$ cat config.mk
export PLATFORM = sky130hd
export DESIGN_NAME = lcd_tx_scheduler
export DESIGN_NICKNAME = d
export VERILOG_FILES = /design/src/rtl/lcd_tx_scheduler.sv
export SDC_FILE = /design/constraint.sdc
export NUM_CORES = 1
export LEC_CHECK = 0
export CAP_MARGIN = 25
export CORE_MARGIN = 4
export CORE_UTILIZATION = 64
export CTS_BUF_LIST = sky130_fd_sc_hd__clkbuf_2
export DETAILED_ROUTE_END_ITERATION = 6
export GPL_ROUTABILITY_DRIVEN = 0
export PLACE_DENSITY_LB_ADDON = 0.25
export SLEW_MARGIN = 10
export SYNTH_ARGS = -nofsm -noshare
export SYNTH_HDL_FRONTEND = slang
export SYNTH_SLANG_ARGS = --single-unit
export TNS_END_PERCENT = 10
$ cat constraint.sdc
create_clock -name clk -period 5 [get_ports clk]
set_input_delay 0.75 -clock clk [delete_from_list [all_inputs] [get_ports clk]]
set_output_delay 0.75 -clock clk [all_outputs]
set_load 0.05 [all_outputs]
$ cat src/rtl/lcd_tx_scheduler.sv
// lcd_tx_scheduler: byte scheduler in front of the SPI LCD serializer.
// It arbitrates between a raw command packet stream and a window-update
// engine. A window sends the CASET/RASET/RAMWR header and then RGB565 pixels,
// one byte at a time, over a valid/ready handshake with D/C and end-of-packet
// flags.
// Optional feature: define LCD_OFFSET_EN to add X_OFS/Y_OFS to the CASET/RASET
// coordinates. When it is undefined the offsets are zero.
module lcd_tx_scheduler #(
    parameter int X_OFS = 1,
    parameter int Y_OFS = 26,
    parameter int H_PIX = 160,
    parameter int V_PIX = 80
) (
    input  logic        clk,
    input  logic        rst,
    input  logic        cmd_valid,
    output logic        cmd_ready,
    input  logic [7:0]  cmd_byte,
    input  logic        cmd_dc,
    input  logic        cmd_last,
    input  logic        win_req,
    input  logic [7:0]  win_x0,
    input  logic [7:0]  win_y0,
    input  logic [7:0]  win_x1,
    input  logic [7:0]  win_y1,
    output logic        win_ack,
    output logic        win_err,
    input  logic        pix_valid,
    output logic        pix_ready,
    input  logic [15:0] pix_data,
    output logic        tx_valid,
    input  logic        tx_ready,
    output logic [7:0]  tx_byte,
    output logic        tx_dc,
    output logic        tx_last,
    output logic        busy
);

`ifdef LCD_OFFSET_EN
    localparam int OFS_EN = 1;
`else
    localparam int OFS_EN = 0;
`endif
    localparam logic [7:0] XO    = 8'(X_OFS * OFS_EN);
    localparam logic [7:0] YO    = 8'(Y_OFS * OFS_EN);
    localparam logic [8:0] H_LIM = 9'(H_PIX);
    localparam logic [8:0] V_LIM = 9'(V_PIX);

    typedef enum logic [3:0] {
        IDLE, CMD, CASET_C, CASET_P, RASET_C, RASET_P,
        RAMWR, PIX_LD, PIX_HI, PIX_LO, ACK
    } state_t;

    state_t      state, next_state;
    logic        prio_win;
    logic [7:0]  x0_q, y0_q, x1_q, y1_q;
    logic        err_q;
    logic [1:0]  par_idx;
    logic [13:0] pix_cnt;
    logic [15:0] pix_q;

    logic        tx_free;
    logic        win_legal;
    logic [7:0]  win_w, win_h;
    logic [13:0] win_area;
    logic [7:0]  x_par, y_par;

    logic        grant_cmd, grant_win;
    logic        load;
    logic [7:0]  ld_byte;
    logic        ld_dc, ld_last;
    logic        idx_inc, pix_take, cnt_dec;

    assign tx_free   = !tx_valid || tx_ready;
    assign win_legal = (win_x0 <= win_x1) && (win_y0 <= win_y1) &&
                       ({1'b0, win_x1} < H_LIM) && ({1'b0, win_y1} < V_LIM);
    assign win_w     = win_x1 - win_x0 + 8'd1;
    assign win_h     = win_y1 - win_y0 + 8'd1;
    assign win_area  = 14'(win_w) * 14'(win_h);

    assign cmd_ready = (state == CMD) && tx_free;
    assign pix_ready = (state == PIX_LD);
    assign win_ack   = (state == ACK);
    assign win_err   = (state == ACK) && err_q;
    assign busy      = (state != IDLE) || tx_valid;

    // Pick the CASET/RASET parameter for the current slot: high bytes are zero, low bytes carry the offset coordinate
    always_comb begin
        x_par = 8'h00;
        y_par = 8'h00;
        case (par_idx)
            2'd1: begin
                x_par = x0_q + XO;
                y_par = y0_q + YO;
            end
            2'd3: begin
                x_par = x1_q + XO;
                y_par = y1_q + YO;
            end
            default: ;
        endcase
    end

    // Next-state and byte-load decode; a new byte is posted only when the tx register is empty or draining this cycle
    always_comb begin
        next_state = state;
        grant_cmd  = 1'b0;
        grant_win  = 1'b0;
        load       = 1'b0;
        ld_byte    = 8'h00;
        ld_dc      = 1'b0;
        ld_last    = 1'b0;
        idx_inc    = 1'b0;
        pix_take   = 1'b0;
        cnt_dec    = 1'b0;
        case (state)
            IDLE: begin
                if (tx_free) begin
                    if (cmd_valid && (!prio_win || !win_req)) begin
                        grant_cmd  = 1'b1;
                        next_state = CMD;
                    end else if (win_req) begin
                        grant_win = 1'b1;
                        if (win_legal) begin
                            // CASET opcode goes out right at grant, so CASET_C only has to post parameter 0
                            load       = 1'b1;
                            ld_byte    = 8'h2A;
                            ld_last    = 1'b1;
                            next_state = CASET_C;
                        end else begin
                            next_state = ACK;
                        end
                    end
                end
            end
            CMD: begin
                if (cmd_valid && tx_free) begin
                    load    = 1'b1;
                    ld_byte = cmd_byte;
                    ld_dc   = cmd_dc;
                    ld_last = cmd_last;
                    if (cmd_last) next_state = IDLE;
                end
            end
            CASET_C: begin
                if (tx_free) begin
                    load       = 1'b1;
                    ld_byte    = x_par;
                    ld_dc      = 1'b1;
                    ld_last    = 1'b1;
                    idx_inc    = 1'b1;
                    next_state = CASET_P;
                end
            end
            CASET_P: begin
                if (tx_free) begin
                    load    = 1'b1;
                    ld_byte = x_par;
                    ld_dc   = 1'b1;
                    ld_last = 1'b1;
                    idx_inc = 1'b1;
                    if (par_idx == 2'd3) next_state = RASET_C;
                end
            end
            RASET_C: begin
                if (tx_free) begin
                    load       = 1'b1;
                    ld_byte    = 8'h2B;
                    ld_last    = 1'b1;
                    next_state = RASET_P;
                end
            end
            RASET_P: begin
                if (tx_free) begin
                    load    = 1'b1;
                    ld_byte = y_par;
                    ld_dc   = 1'b1;
                    ld_last = 1'b1;
                    idx_inc = 1'b1;
                    if (par_idx == 2'd3) next_state = RAMWR;
                end
            end
            RAMWR: begin
                // RAMWR keeps CSX low so the pixel bytes belong to the same packet
                if (tx_free) begin
                    load       = 1'b1;
                    ld_byte    = 8'h2C;
                    next_state = PIX_LD;
                end
            end
            PIX_LD: begin
                if (pix_valid) begin
                    pix_take   = 1'b1;
                    next_state = PIX_HI;
                end
            end
            PIX_HI: begin
                if (tx_free) begin
                    load       = 1'b1;
                    ld_byte    = pix_q[15:8];
                    ld_dc      = 1'b1;
                    next_state = PIX_LO;
                end
            end
            PIX_LO: begin
                if (tx_free) begin
                    load    = 1'b1;
                    ld_byte = pix_q[7:0];
                    ld_dc   = 1'b1;
                    ld_last = (pix_cnt == 14'd1);
                    cnt_dec = 1'b1;
                    next_state = (pix_cnt == 14'd1) ? ACK : PIX_LD;
                end
            end
            ACK: begin
                next_state = IDLE;
            end
            default: next_state = IDLE;
        endcase
    end

    // State register
    always_ff @(posedge clk or posedge rst) begin
        if (rst) state <= IDLE;
        else     state <= next_state;
    end

    // Output byte register: holds a byte steady until the serializer takes it
    always_ff @(posedge clk or posedge rst) begin
        if (rst) begin
            tx_valid <= 1'b0;
            tx_byte  <= 8'h00;
            tx_dc    <= 1'b0;
            tx_last  <= 1'b0;
        end else if (load) begin
            tx_valid <= 1'b1;
            tx_byte  <= ld_byte;
            tx_dc    <= ld_dc;
            tx_last  <= ld_last;
        end else if (tx_ready) begin
            tx_valid <= 1'b0;
        end
    end

    // Per-packet context: arbitration flag, latched window, parameter slot, pixel counter and pixel holding register
    always_ff @(posedge clk or posedge rst) begin
        if (rst) begin
            prio_win <= 1'b0;
            x0_q     <= 8'h00;
            y0_q     <= 8'h00;
            x1_q     <= 8'h00;
            y1_q     <= 8'h00;
            err_q    <= 1'b0;
            par_idx  <= 2'd0;
            pix_cnt  <= 14'd0;
            pix_q    <= 16'h0000;
        end else begin
            if (grant_cmd) prio_win <= 1'b1;
            if (grant_win) begin
                prio_win <= 1'b0;
                x0_q     <= win_x0;
                y0_q     <= win_y0;
                x1_q     <= win_x1;
                y1_q     <= win_y1;
                err_q    <= !win_legal;
                par_idx  <= 2'd0;
                pix_cnt  <= win_area;
            end
            if (idx_inc)  par_idx <= par_idx + 2'd1;
            if (pix_take) pix_q   <= pix_data;
            if (cnt_dec)  pix_cnt <= pix_cnt - 14'd1;
        end
    end

endmodule

* Yosys cells after proc, flatten, opt, wreduce, memory -nomap -nowiden
Index checks and enable logic that the tools add are counted.
Widths: inputs -> output; s select.
** Operators by class
- Add/sub/neg operators :: 6
- $mul :: 1
- Order comparisons :: 4
- Equality and inequality tests :: 27
- Mux-type cells :: 63
- Reduce and logical (&&, ||, !) cells :: 26
** Operator list (count)
- $mux 4 :: 17
- $pmux 8 s8 :: 1
- $mux 8 :: 5
- $pmux 4 s10 :: 1
- $mux 6 :: 6
- $pmux 8 s2 :: 2
- $mux 14 :: 2
- $mux 1 :: 24
- $ne 2x2->1 const B :: 12
- $add 8x1->8 const B :: 2
- $eq 4x3->1 const B :: 4
- $le 8x8->1 :: 2
- $sub 8x8->8 :: 2
- $eq 14x1->1 const B :: 1
- $mul 8x8->14 :: 1
- $reduce_and 14->1 :: 1
- $sub 14x1->14 const B :: 1
- $eq 4x4->1 const B :: 3
- $eq 4x2->1 const B :: 2
- $lt 8x7->1 const B :: 1
- $lt 8x8->1 const B :: 1
- $reduce_bool 2->1 :: 4
- $logic_and 1x1->1 :: 7
- $reduce_or 7->1 :: 1
- 18 further kinds :: 24
** Word-level totals
- Register bits :: 81
- Input port bits :: 64
- Output and inout port bits :: 16
- Word-level logic and storage cells :: 141

* Depth between registers and ports, before layout
- Depth after elaboration :: 10
- Gate-level depth with buffers :: 25
- Depth with buffers taken out :: 25

* Worst setup path before layout
OpenSTA, ideal clock, no wires.
- Kind :: input to register
- Start :: input win_y1[1]
- End :: register pix_cnt[13]
- Setup time :: 87 ps
- Data arrival time :: 6535 ps
- Path slack :: -1621 ps
- Cell stages on the path :: 25
- Path buffers :: 0
- Cells stage by stage :: inv_1 -> ha_1 -> inv_1 -> ha_1 -> fa_1 -> a21o_1 -> a21oi_1 -> o31ai_1 -> xnor2_1 -> or2_2 -> fa_1 -> fa_1 -> inv_1 -> fa_1 -> inv_1 -> fa_1 -> inv_1 -> ha_1 -> o21a_1 -> o31a_1 -> nor3_1 -> nor2_1 -> o41ai_1 -> xnor3_1 -> o211ai_1
** Between the ends
- Word-level cells in the longest chain between the ends :: 5
** RTL lines
- from (decl) :: RTL line 25 : input logic [7:0] win_y1,
- $sub 8x8->8 :: RTL line 78 : assign win_h = win_y1 - win_y0 + 8'd1;
- $add 8x1->8 :: RTL line 78
- $mul 8x8->14 :: RTL line 79 : assign win_area = 14'(win_w) * 14'(win_h);
- $mux 14 :: RTL line 259 : if (grant_win) begin
- $mux 14 :: RTL line 271 : if (cnt_dec) pix_cnt <= pix_cnt - 14'd1;
- to (signal assigned) :: RTL line 267 : pix_cnt <= win_area;
- to (signal assigned) :: RTL line 271
- to (decl) :: RTL line 59 : logic [13:0] pix_cnt;
No other way between the ends. The select of a mux whose other input is x is not followed.
A chain may end at the register's enable or synchronous reset.

* Final worst setup path
- Start :: input win_x1[7]
- End :: register pix_cnt[13]
** Between the ends
- Word-level cells in the longest chain between the ends :: 5
** RTL lines
- from (decl) :: RTL line 24 : input logic [7:0] win_x1,
- $sub 8x8->8 :: RTL line 77 : assign win_w = win_x1 - win_x0 + 8'd1;
- $add 8x1->8 :: RTL line 77
- $mul 8x8->14 :: RTL line 79
- $mux 14 :: RTL line 259
- $mux 14 :: RTL line 271
No other way between the ends. The select of a mux whose other input is x is not followed.

==> metrics.json <==
{
  "cts-root-buf": "sky130_fd_sc_hd__clkbuf_2",
  "synth_async_sr_flop_share_pct": 100,
  "synth_sequential_area_ratio_pct": 28.2,
  "synth.avg_cell_area_um2": 8.77,
  "drv.max_cap_violation_count": 0,
  "final.setup.tns_ns": -6.25,
  "final_max_slew_viol_count": 0,
  "vias": 8121,
  "maxClockFrequency_mhz": 158,
  "gr-total-overflow": 0,
  "cts.reportedPaths.clkPinSlew_ns": 0.26,
  "synth-simple-area-share_pct": 17.3,
  "floorplan.io_pins": 80,
  "critPathKind": "input pin to register",
  "violations_in_the_final_reports": "DRC, setup timing",
  "synth_compound_area_share_pct": 17.7,
  "drt-total-wl_um": 29700,
  "postSynthNetCount": 997,
  "io_buffers": 79,
  "rsz_0062_raised_after_global_routing": "yes",
  "final_routed_wire_length_divided_by_cell_count_um": 25.5,
  "worst_ep_arrival_time_ns": 6.84,
  "globalRouteTotalUtil_pct": 39.6,
  "clock_tree.htree_level_count": 3,
  "fillerInstances": 414,
  "tritoncts_clock_tree": "yes",
  "critPathRequiredTime_ns": 5.52,
  "initial_antenna_violation_count": 1,
  "cp-start-kind": "input pin",
  "largest_family_of_logic_cells_by_synthesized_area": "adder cells",
  "finalCoreUtilization_pct": 89.9,
  "yosys_warnings": 0,
  "routed_via_density": 6.96,
  "clkSinkCount": 81,
  "grt_pass1_vias": 8029,
  "fp.dieH_um": 114,
  "maximum_net_fanout_on_the_critical_path": 3,
  "drt_pre_antenna_iters": 7,
  "core_area_mm2": 0.0109,
  "type_of_the_tightest_min_delay_check": "input pin to async pin",
  "synth_xor_xnor_area_share_pct": 3.36,
  "synth_mux_area_share_pct": 2.94,
  "die_width_um": 114,
  "drt.antenna.violating_nets": 0,
  "post_route_cells_drive_above_1_share_pct": 28.2,
  "endpoint_kind": "register",
  "synth-main-ff-cell": "sky130_fd_sc_hd__dfrtp_1",
  "slew-limit-headroom_pct": 44.6,
  "netlist_area_mm2": 0.00720,
  "floorplan.rows": 38,
  "worstSkewPairLatency_ns": 0.62,
  "post-route-cell-area_mm2": 0.00983,
  "fin_ws_ns": -1.31,
  "post-route-drc-count": 2,
  "hold_buffers": 0,
  "post_synth_inst_count": 821,
  "nets": 1196,
  "grt_pass1_wl_um": 40300,
  "ys_seq_elements": 81,
  "final.period_utilization_pct": 126,
  "mostFrequentLayoutCell": "sky130_fd_sc_hd__buf_4",
  "final.setup_skew_ns": 0.0615,
  "dpl_cell_area_mm2": 0.00908,
  "run_status": "finished with violations",
  "start_util_pct": 65.8,
  "dp_hpwl_um": 17000,
  "final_cell_mix": "138 x sky130_fd_sc_hd__buf_4, 87 x sky130_fd_sc_hd__nand2_1, 83 x sky130_fd_sc_hd__inv_1",
  "final_period_minus_worst_setup_slack_ns": 6.31,
  "dieArea_mm2": 0.0130,
  "relative_area_change_from_synthesis_to_final_layout_pct": 36.6,
  "max_slew.worst_pin.slew_ns": 0.831,
  "post_synth_fa_ha_maj_area_fraction_pct": 23.5,
  "clk_path_buf_depth": 2,
  "drt-initial-drc-count": 1331,
  "number_of_flops_mapped_to_enable_cells_by_yosys": 0,
  "grt_max_degree": 61,
  "ff2ff_setup_slack_ns": 1.62,
  "finalHoldViolCount": 0,
  "final_setup_vio_count": 9,
  "yosys.cell_types.count": 64,
  "cts_inserted_buffers": 9
}
==> path summary, 6_finish.rpt <==
path | endpoint | depth (start not counted) | startpoint
setup / recovery | pix_cnt[13] | 23 | win_x1[7]
hold reg to reg | x0_q[5] | 2 | x0_q[5]
hold / removal | pix_cnt[4] | 2 | rst
max in group asynchronous | pix_q[4] | 3 | rst
setup reg to reg | pix_cnt[12] | 7 | state[0]
min in group clk | x0_q[5] | 2 | x0_q[5]
==> area by class of cell <==
| class | instances | area [µm²] | area share, % |
|---|---|---|---|
| flip-flops and latches | 81 | 2030 | 20.6 |
| diodes | 1 | 2.50 | 0.0255 |
| clock inverters | 7 | 77.6 | 0.789 |
| inverters | 101 | 400 | 4.07 |
| repair buffers | 218 | 1850 | 18.8 |
| well taps | 140 | 175 | 1.78 |
| clock buffers | 9 | 45.0 | 0.458 |
| multi-input cells | 609 | 5260 | 53.5 |
==> through the flow <==
step / hold slack (ns) / cells / setup slack, ns
global route: 0.482 / 1166 / -1.27
floorplan: 0.446 / 821 / -0.943
detailed placement: 0.466 / 1133 / -1.86
global placement: 0.460 / 1133 / -1.57
finish: 0.500 / 1166 / -1.31
CTS: 0.518 / 1159 / -0.773
==> Yosys cell counts, drive strengths merged, types with 3 or more instances <==
library cell  count  area (µm²)
a211o             3        26.3
a211oi            7        57.6
a21boi            3        22.5
a21o              8        60.1
a21oi            29         149
a221o            12         120
a22o              3        26.3
a22oi            16         120
a31oi             8        50.1
and2              8        50.1
and3              5        31.3
buf               9        46.3
clkbuf           21        78.8
dfrtp            81        2030
fa               39         781
ha               73         913
inv             101         379
mux2             17         191
nand2            90         338
nand2b            9        56.3
nand3            16        85.1
nor2             76         293
nor2b            12        75.1
nor3             10        72.6
nor3b             6        45.0
nor4              4        25.0
o211ai            4        30.0
o21a              7        52.6
o21ai            64         320
o21bai            5        37.5
o221a             3        33.8
o221ai            3        26.3
o22ai             3        18.8
or2               8        50.1
or3               3        18.8
or4               5        41.3
xnor2            14         123
xor2             11        96.3
==> worst max-delay path, cell delays in order <==
cell and delay, ns:
sky130_fd_sc_hd__clkdlybuf4s50_1 0.56, sky130_fd_sc_hd__inv_1 0.13, sky130_fd_sc_hd__ha_4 0.25, sky130_fd_sc_hd__xor2_2 0.25, sky130_fd_sc_hd__o21a_1 0.26, sky130_fd_sc_hd__a31oi_4 0.31, sky130_fd_sc_hd__nand2_2 0.13, sky130_fd_sc_hd__inv_2 0.11
sky130_fd_sc_hd__nand2_2 0.13, sky130_fd_sc_hd__fa_1 0.56, sky130_fd_sc_hd__inv_2 0.06, sky130_fd_sc_hd__fa_1 0.51, sky130_fd_sc_hd__fa_1 0.53, sky130_fd_sc_hd__inv_1 0.06, sky130_fd_sc_hd__fa_1 0.51, sky130_fd_sc_hd__inv_2 0.06
sky130_fd_sc_hd__ha_4 0.15, sky130_fd_sc_hd__or2_4 0.26, sky130_fd_sc_hd__o211ai_1 0.25, sky130_fd_sc_hd__nor2_1 0.12, sky130_fd_sc_hd__o41ai_2 0.41, sky130_fd_sc_hd__xnor3_1 0.29, sky130_fd_sc_hd__o211ai_1 0.19
==> sequential cells by signal, indices dropped and copies added (netlist names), 2 cells and up <==
signal   cells
y1_q         8
state        4
x0_q         8
par_idx      2
pix_cnt     14
x1_q         8
pix_q       16
y0_q         8
tx_byte      8
==> cells by family (layout without fill, tap and decap cells) <==
family | count (synthesis) | in the layout
muxes | 19 | 19
AOI/OAI and AO/OA | 192 | 192
buffers and inverters | 131 | 335
xor gates and xnor gates | 26 | 26
adders and majority gates | 112 | 112
other | 0 | 1
DFF | 81 | 81
and+or+nand+nor | 260 | 260
==> metal layers <==
layer	part of all wire (%)	GRT usage, %	up-vias
li1	-	-	3203
met1	32	44.4	3669
met4	11	25.4	0
met2	45	67.2	910
met5	0	0	-
met3	13	9.66	339
==> timing repair <==
action	CTS	global route
resized for setup	80	68
hold endpoints to repair	0	0
pin swaps	42	39
setup endpoints to repair	9	9
buffers inserted	10	7
Power is left out: the tool's default activity adds up to more than one toggle a clock period on the data nets, which glitch-free logic cannot reach.
